`config.mk`:
```
export PLATFORM = sky130hd
export DESIGN_NAME = exp_sum_buffer
export DESIGN_NICKNAME = d
export VERILOG_FILES = /design/src/rtl/softmax_pkg.sv /design/src/rtl/fp32_to_ufix.sv /design/src/rtl/exp_sum_buffer.sv
export SDC_FILE = /design/constraint.sdc
export NUM_CORES = 2
export LEC_CHECK = 0
export CAP_MARGIN = 30
export CORE_UTILIZATION = 37
export CTS_CLUSTER_SIZE = 40
export DETAILED_ROUTE_END_ITERATION = 7
export SLEW_MARGIN = 25
export SYNTH_ARGS = -nofsm -noshare
export SYNTH_HDL_FRONTEND = slang
export SYNTH_HIERARCHICAL = 1
export SYNTH_SLANG_ARGS = --single-unit
```
`constraint.sdc`:
```
create_clock -name clk -period 10.8 [get_ports clk]
set_clock_uncertainty 0.2 [all_clocks]
set_input_delay 3.24 -clock clk [delete_from_list [all_inputs] [get_ports clk]]
set_output_delay 3.24 -clock clk [all_outputs]
set_load 0.05 [all_outputs]
```
`src/rtl/softmax_pkg.sv`:
```
// Shared softmax datapath definitions: IEEE-754 single field layout and
// fixed-point defaults used between get_exp and the normalising divider.
package softmax_pkg;

  localparam int SIGN_BIT = 31;
  localparam int EXP_MSB  = 30;
  localparam int EXP_LSB  = 23;
  localparam int EXP_W    = 8;
  localparam int MANT_W   = 23;
  localparam int EXP_BIAS = 127;

  localparam int IW_DEF   = 8;
  localparam int FW_DEF   = 24;
  localparam int FXW_DEF  = IW_DEF + FW_DEF;

  typedef logic [FXW_DEF-1:0] ufix_t;

  typedef struct packed {
    logic              sign;
    logic [EXP_W-1:0]  expo;
    logic [MANT_W-1:0] mant;
  } fp32_t;

endpackage

```
`src/rtl/fp32_to_ufix.sv`:
```
// Combinational float32 -> unsigned UQ IW.FW conversion with truncation,
// saturation on large/inf/NaN inputs and a flag for negative nonzero inputs.
module fp32_to_ufix
  import softmax_pkg::*;
#(
  parameter int IW = IW_DEF,
  parameter int FW = FW_DEF
) (
  input  logic [31:0]      in_data,
  output logic [IW+FW-1:0] value,
  output logic             neg,
  output logic             sat
);

  localparam int FXW = IW + FW;
  localparam logic signed [9:0] SHIFT_BIAS = 10'(EXP_BIAS + MANT_W - FW);
  localparam logic [8:0]        SAT_EXP    = 9'(EXP_BIAS + IW);

  fp32_t                  f;
  logic [FXW-1:0]         mant_ext;
  logic signed [9:0]      shift;
  logic [9:0]             rsh;

  assign f        = in_data;
  assign mant_ext = {{(FXW-MANT_W-1){1'b0}}, 1'b1, f.mant};
  assign shift    = $signed({2'b00, f.expo}) - SHIFT_BIAS;
  assign rsh      = -shift;

  // NOTE: every output gets a default first so no path through the if-chain
  // leaves one unassigned; that is what keeps this block free of latches.
  always_comb begin
    value = '0;
    neg   = 1'b0;
    sat   = 1'b0;
    if (f.expo == '0) begin
      value = '0;
    end else if (f.sign) begin
      neg = 1'b1;
    end else if (f.expo == '1 || {1'b0, f.expo} >= SAT_EXP) begin
      sat   = 1'b1;
      value = '1;
    end else if (!shift[9]) begin
      value = mant_ext << shift;
    end else if (rsh < 10'd24) begin
      value = mant_ext >> rsh;
    end
  end

endmodule

```
`src/rtl/exp_sum_buffer.sv`:
```
// Buffers one vector of converted exp values while summing them, then replays
// each element alongside the complete sum so the divider sees the denominator first.
module exp_sum_buffer
  import softmax_pkg::*;
#(
  parameter int DEPTH = 64,
  parameter int IW    = IW_DEF,
  parameter int FW    = FW_DEF,
  localparam int FXW  = IW + FW,
  localparam int AW   = $clog2(DEPTH),
  localparam int SW   = FXW + AW,
  localparam int CW   = AW + 1
) (
  input  logic           clk,
  input  logic           rst,
  input  logic           in_valid,
  output logic           in_ready,
  input  logic [31:0]    in_data,
  input  logic           in_last,
  output logic           out_valid,
  input  logic           out_ready,
  output logic [FXW-1:0] out_data,
  output logic [SW-1:0]  out_sum,
  output logic           out_last,
  output logic [CW-1:0]  out_count,
  output logic           err_neg,
  output logic           err_ovf
);

  localparam logic FILL  = 1'b0;
  localparam logic DRAIN = 1'b1;

  logic           state;
  logic [AW-1:0]  wr_cnt;
  logic [AW-1:0]  rd_ptr;
  logic [SW-1:0]  sum_q;
  logic [FXW-1:0] mem [DEPTH];

  logic [FXW-1:0] cvt_value;
  logic [FXW-1:0] fix_val;
  logic           cvt_neg;
  logic           cvt_sat;
  logic           in_fire;
  logic           out_fire;
  logic           wr_full;
  logic           vec_last;

  fp32_to_ufix #(.IW(IW), .FW(FW)) u_cvt (
    .in_data (in_data),
    .value   (cvt_value),
    .neg     (cvt_neg),
    .sat     (cvt_sat)
  );

  assign fix_val   = cvt_sat ? {FXW{1'b1}} : cvt_value;
  assign in_ready  = (state == FILL);
  assign out_valid = (state == DRAIN);
  assign in_fire   = in_valid && in_ready;
  assign out_fire  = out_valid && out_ready;
  assign wr_full   = (wr_cnt == AW'(DEPTH - 1));
  assign vec_last  = in_last || wr_full;

  // Outputs are addressed by rd_ptr, so they stay put while the consumer stalls.
  assign out_data  = mem[rd_ptr];
  assign out_sum   = sum_q;
  assign out_last  = out_valid && (CW'(rd_ptr) == out_count - CW'(1));

  // NOTE: the element buffer has no reset; wr_cnt/out_count gate every read,
  // so clearing the array would only add reset fan-out.
  always_ff @(posedge clk) begin
    if (in_fire) mem[wr_cnt] <= fix_val;
  end

  // NOTE: all state updates use non-blocking assignments so each register
  // sees the pre-edge values of the others, independent of statement order.
  always_ff @(posedge clk) begin
    if (rst) begin
      state     <= FILL;
      wr_cnt    <= '0;
      rd_ptr    <= '0;
      sum_q     <= '0;
      out_count <= '0;
      err_neg   <= 1'b0;
      err_ovf   <= 1'b0;
    end else begin
      if (in_fire && cvt_neg) err_neg <= 1'b1;
      case (state)
        FILL: begin
          if (in_fire) begin
            sum_q  <= sum_q + SW'(fix_val);
            wr_cnt <= wr_cnt + AW'(1);
            if (vec_last) begin
              state     <= DRAIN;
              out_count <= CW'(wr_cnt) + CW'(1);
              rd_ptr    <= '0;
              if (wr_full && !in_last) err_ovf <= 1'b1;
            end
          end
        end
        default: begin
          if (out_fire) begin
            rd_ptr <= rd_ptr + AW'(1);
            if (out_last) begin
              state  <= FILL;
              wr_cnt <= '0;
              sum_q  <= '0;
            end
          end
        end
      endcase
    end
  end

endmodule

```
# Yosys cells after proc, flatten, opt, wreduce, memory -nomap -nowiden
# Memory sizes are Yosys's and may differ from the RTL's. A register that Yosys moved wholly into a read port is not among the register bits.
# Index checks and enable logic that the tools add are counted.
[totals]
reg_bits = 60
mem_bits_rw = 2048
input_bits = 37
output_inout_bits = 82
word_cells = 72
mem_count = 1
[memory_table]
columns = ["memory", "depth", "width", "read_ports", "rd_ports_with_merged_regs", "write_ports", "line_no", "source"]
rows = [
  ["mem", 64, 32, 1, 1, 1, "exp_sum_buffer.sv:37", "logic [FXW-1:0] mem [DEPTH];"],
]
[classes]
add_sub_neg = 7
order_cmp = 2
n_eq_ne = 5
shifts = 2
muxes = 32
bitwise = 1
n_reduce_logical = 15
[ops]
columns = ["cell", "count"]
rows = [
  ["32-bit two-way mux", 6],
  ["38-bit two-way mux", 4],
  ["6-bit two-way mux", 10],
  ["38-bit by 32-bit adder with 38-bit output", 1],
  ["24-bit by 10-bit << shifter with 32-bit output", 1],
  ["24-bit by 10-bit >> shifter with 32-bit output", 1],
  ["6-bit by 1-bit adder with 6-bit output (second input constant)", 2],
  ["1-bit two-way mux", 12],
  ["10-bit by 5-bit less-than comparator with 1-bit output (second input constant)", 1],
  ["10-bit negation", 1],
  ["3-bit AND reduction", 3],
  ["8-bit by 7-bit subtractor with 9-bit output (second input constant)", 1],
  ["8-bit equality test (second input constant)", 1],
  ["8-bit >= comparator (second input constant)", 1],
  ["8-bit zero test", 1],
  ["6-bit by 1-bit adder with 7-bit output (second input constant)", 1],
  ["6-bit by 7-bit equality test with 1-bit output", 1],
  ["7-bit by 1-bit subtractor with 7-bit output (second input constant)", 1],
  ["6-bit equality test (second input constant)", 1],
  ["1-bit logical AND", 5],
  ["4-bit AND reduction", 1],
  ["2-bit nonzero test", 2],
  ["1-bit logical OR", 2],
  ["2-bit by 1-bit inequality test with 1-bit output (second input constant)", 1],
  ["other kinds (3)", 3],
]

# Logic depth before layout (Yosys ltp)
[depth]
ltp_word = 12
ltp_mapped = 24
depth_no_buf = 19

# By module
# Netlist, hierarchy kept.
[by_module_without_submodules]
columns = ["mod", "instances", "cells_each", "area_per_inst_um2", "seq_area_each_um2"]
rows = [
  ["exp_sum_buffer", 1, 3579, 82206.3, 62820.2],
  ["fp32_to_ufix", 1, 471, 3467.1, 0.0],
]

# Worst setup path after synthesis
# No wires, ideal clock.
[synth_timing]
path_kind = "input to register"
startpoint = "input in_data[24]"
endpoint = "register sum_q[18] (netlist: out_sum[18])"
setup_time_ns = 0.117
arrival_time_ns = 8.978
required_ns = 10.483
slack_ns = 1.505
path_stages = 23
n_path_buf = 5
path_cell_list = "buf_2 -> inv_1 -> clkbuf_1 -> clkbuf_1 -> ha_1 -> buf_2 -> buf_1 -> mux4_2 -> mux2i_1 -> nand2_1 -> a31oi_1 -> o32ai_1 -> or2_2 -> ha_1 -> fa_1 -> a21o_1 -> o2bb2ai_1 -> a211oi_1 -> a21oi_1 -> or3_1 -> a31oi_1 -> xnor2_1 -> a22o_1"
[synth_between]
elab_chain_cells = 12
word_cells_on_any_way = 21
classes_between = "add/sub (3); order compare (2); eq/ne (1); shift (2); mux (11); reduce/logical (2)"
[synth_lines]
columns = ["element", "line_no", "source"]
rows = [
  ["start, declared", "exp_sum_buffer.sv:18", "input logic [31:0] in_data,"],
  ["8-bit by 7-bit subtractor with 9-bit output", "fp32_to_ufix.sv:26", "assign shift = $signed({2'b00, f.expo}) - SHIFT_BIAS;"],
  ["10-bit negation", "fp32_to_ufix.sv:27", "assign rsh = -shift;"],
  ["10-bit by 5-bit less-than comparator with 1-bit output / 24-bit by 10-bit >> shifter with 32-bit output (equally long branches)", "fp32_to_ufix.sv:44, fp32_to_ufix.sv:45", ""],
  ["32-bit two-way mux", "fp32_to_ufix.sv:44", "end else if (rsh < 10'd24) begin"],
  ["32-bit two-way mux", "fp32_to_ufix.sv:42", "end else if (!shift[9]) begin"],
  ["32-bit two-way mux", "fp32_to_ufix.sv:39", "end else if (f.expo == '1 || {1'b0, f.expo} >= SAT_EXP) begin"],
  ["32-bit two-way mux", "fp32_to_ufix.sv:37", "end else if (f.sign) begin"],
  ["32-bit two-way mux (*)", "fp32_to_ufix.sv:35", "if (f.expo == '0) begin"],
  ["via cvt_value[0]", "exp_sum_buffer.sv:39", "logic [FXW-1:0] cvt_value;"],
  ["32-bit two-way mux (*)", "exp_sum_buffer.sv:55", "assign fix_val = cvt_sat ? {FXW{1'b1}} : cvt_value;"],
  ["via fix_val[0]", "exp_sum_buffer.sv:40", "logic [FXW-1:0] fix_val;"],
  ["38-bit by 32-bit adder with 38-bit output (*)", "exp_sum_buffer.sv:90", "sum_q <= sum_q + SW'(fix_val);"],
  ["38-bit two-way mux (*)", "exp_sum_buffer.sv:89", "if (in_fire) begin"],
  ["38-bit two-way mux (*)", "exp_sum_buffer.sv:87", "case (state)"],
  ["end signal, assigned", "exp_sum_buffer.sv:90", ""],
  ["end, declared", "exp_sum_buffer.sv:36", "logic [SW-1:0] sum_q;"],
]
# The timed path passes the listed nets; every way through them passes the cells marked *. The select of a mux whose other input is x is not followed.
# A chain may end at the register's enable or synchronous reset.

# Final worst setup path
[layout_timing]
startpoint = "input in_data[24]"
endpoint = "register sum_q[35] (netlist: out_sum[35])"
# The elaborated chain is that of the path after synthesis.

==> metrics.txt <==
PortBufs=roughly 120; Post-CTS Setup Inserts=0; maximum clock frequency=approximately 110 MHz; post-synthesis area per instance=approximately 21 µm²; critical path endpoint category=flop; Yosys cell types=76; cells along the critical path=clkdlybuf4s50_1 -> buf_4 -> ha_1 -> nor3_1 -> o2bb2a_1 -> nand3b_1 -> a31oi_1 -> o21ai_1 -> o32ai_1 -> or2_2 -> buf_4 -> ha_1 -> nand3_1 -> a211oi_1 -> o21ai_0 -> a21oi_1 -> nor4_1 -> o31ai_1 -> a21o_1 -> a21oi_1; maximum capacitance violations=0; row cnt=176; critical path launch point type=input port; Final setup viols=0; largest net degree at the start of global routing=between 100 and 150; fin cells=approximately 7,500; deepest clock path buffer count=3; chip width=a little under 500 µm; top cells by count, synth=edfxtp_1 (2,048), mux4_2 (695), clkbuf_1 (144), nor2_1 (141), nand2_1 (130); Slew Limit Fails=0; CTS Buf Count=between 200 and 250; top cell type's share of synthesized area=0.7178; CTS tree=built; starting density of the core=0.3723; Clock Latency Late Sink=between 0.8 and 0.9 ns; synthesis-to-finish area growth=14.36%; vias in the first global route=approximately 43,000; Vias/cell=5.701; leakage power=29.21 nW; IO Pins=about 120; EDFF count, synth=~2,000; Vias=roughly 43,000; count leader, synth=edfxtp_1; Placed Cells=just over 7,000; final hold violations=0; CTS root buffer=clkbuf_16; Hold Crit Class=flop to flop; WHS=0.2822 ns; status=finished, final reports clean; H-tree Lvls=4; Max IR drop VDD=143.3 µV; crit-path max cell delay=between 0.7 and 0.8 ns; Syn Std Cell Area=approximately 86,000 µm²; Least-Margin Pin Slew=approximately 1.1 ns; DRC Markers=0; flops & latches, synth=between 2,000 and 2,500; CP Class=input port to flop; area leader, netlist=edfxtp_1; CORE AREA=230,100 µm²; Die Footprint=233,500 µm²; Starting DRT DRC Count=roughly 4,600; asr flop ratio synth=0; Avg WL per Cell=roughly 29 µm; total wire length=~210,000 µm; Routability Congestion=about 0.86; Primary FF master, synth=edfxtp_1; ANT nets after route=0; share of cells above drive strength 1=0.2824; initial antenna violation count=5; Syn Nets=4,129; Rel. slew slack=0.2521; final worst-path cycle share=0.8496; dpl hpwl=120,000 µm; RSZ-0062 raised after global routing=false; nets@finish=roughly 4,400; Tot GR Track Use=0.1827; yosys warns=6; Tmin final=between 9 and 10 ns; hold buffers post-CTS=0; PwrDens=around 180 nW/µm²; global route total overflow=0; post-cts sizing count=0; CP required=approximately 11 ns; crit path max fanout=65; clk sinks=2,114; sequential fraction of the synthesis area=0.7333; Worst Slack Setup Final=1.624 ns; Placement Setup Slack=~0.78 ns; total iterations of the first detailed-routing run=6; total power=roughly 0.017 W; first-pass GRT wire length=between 300,000 and 400,000 µm; Die H=~480 µm; post-route setup TNS=0 ns; crit path max-delay cell type=a31oi_1; Mapped Cells=roughly 4,000; Worst Path Arrival=9.69 ns; top cells by area, synth=edfxtp_1 (72%), mux4_2 (18%), dfxtp_1 (1.5%); Worst-path clk slew=approximately 0.070 ns
## through the flow
step                      cell area [µm²]    util
after CTS                           97930  0.4256
final                               97980  0.4258
after detailed placement            91490  0.3976
after global routing                97980  0.4258
after floorplan                     85670       -
after global placement              91460  0.3974
## placed cells by master, fill, tap and decap left out, types with 16 or more instances in the layout
cell	count
nor2_1	79
buf_4	131
nor2b_1	23
nand3_1	52
clkdlybuf4s50_1	116
a31oi_1	26
xor2_1	18
or2_2	35
clkinv_1	46
a21o_1	16
mux4_2	695
clkbuf_1	62
xnor2_1	32
nor2_4	61
dfxtp_1	60
mux2_2	16
inv_1	21
nand2_1	130
mux2i_1	47
a21oi_1	117
edfxtp_1	2048
clkbuf_16	211
clkinv_2	29
o21ai_0	47
ha_1	40
a211oi_1	29
## sequential cells by signal, indices dropped and copies added (netlist names), named ones only
register,flops
mem,2048
out_sum,38
rd_ptr,6
wr_cnt,6
out_valid,1
err_ovf,1
out_count,7
err_neg,1
## metal layers
metal,vias to the layer above,global-route usage,part of all wire,wire length (µm)
li1,17640,-,-,-
met1,23130,0.2559,0.42,90560
met2,1674,0.2984,0.49,105000
met3,250,0.03109,0.072,15370
met4,0,0.04227,0.019,4029
met5,-,0,0,0
## final timing paths
check / slack [ns] / start / end / cells past startpoint
hold / removal: 0.28 / err_neg / err_neg / 2
hold reg to reg: 0.28 / err_neg / err_neg / 2
setup reg to reg: 6.89 / out_valid / mem[19][4] / 7
setup / recovery: 1.62 / in_data[24] / out_sum[35] / 20
## worst max-delay path: cells and delay by family
family	cells	cell delay, ns
adder cells (fa/ha/maj)	2	0.80
buffers and inverters	3	1.32
AND/OR/NAND/NOR	5	0.61
AO/OA/AOI/OAI	10	3.69
## power breakdown
group,internal (W),total (W),switching [W]
logic,0.000419,0.00121,0.000793
clock network,0.00388,0.00690,0.00301
registers,0.00914,0.00918,0.0000439
## area by class of cell
type	count	area, µm²
inverter	23	86.33
tap	3026	3786
sequential	2114	62840
timing repair buffer	264	2454
fill	19600	132100
clock inverter	102	860.8
multi-input combinational	1681	22370
antenna	1	2.502
clock buffer	278	5582
## cells by family (layout without fill, tap and decap cells)
family | after synthesis | count (layout) | share of synthesized area
AO/OA/AOI/OAI | 344 | 344 | 0.02605
XOR/XNOR | 54 | 54 | 0.005608
adder cells (fa/ha/maj) | 42 | 42 | 0.006221
buffers and inverters | 255 | 667 | 0.01180
flip-flops | 2114 | 2114 | 0.7333
multiplexers | 758 | 758 | 0.1903
other | 0 | 1 | 0
AND/OR/NAND/NOR | 483 | 483 | 0.02677
Note: power is estimated with default switching activity, not from simulation.
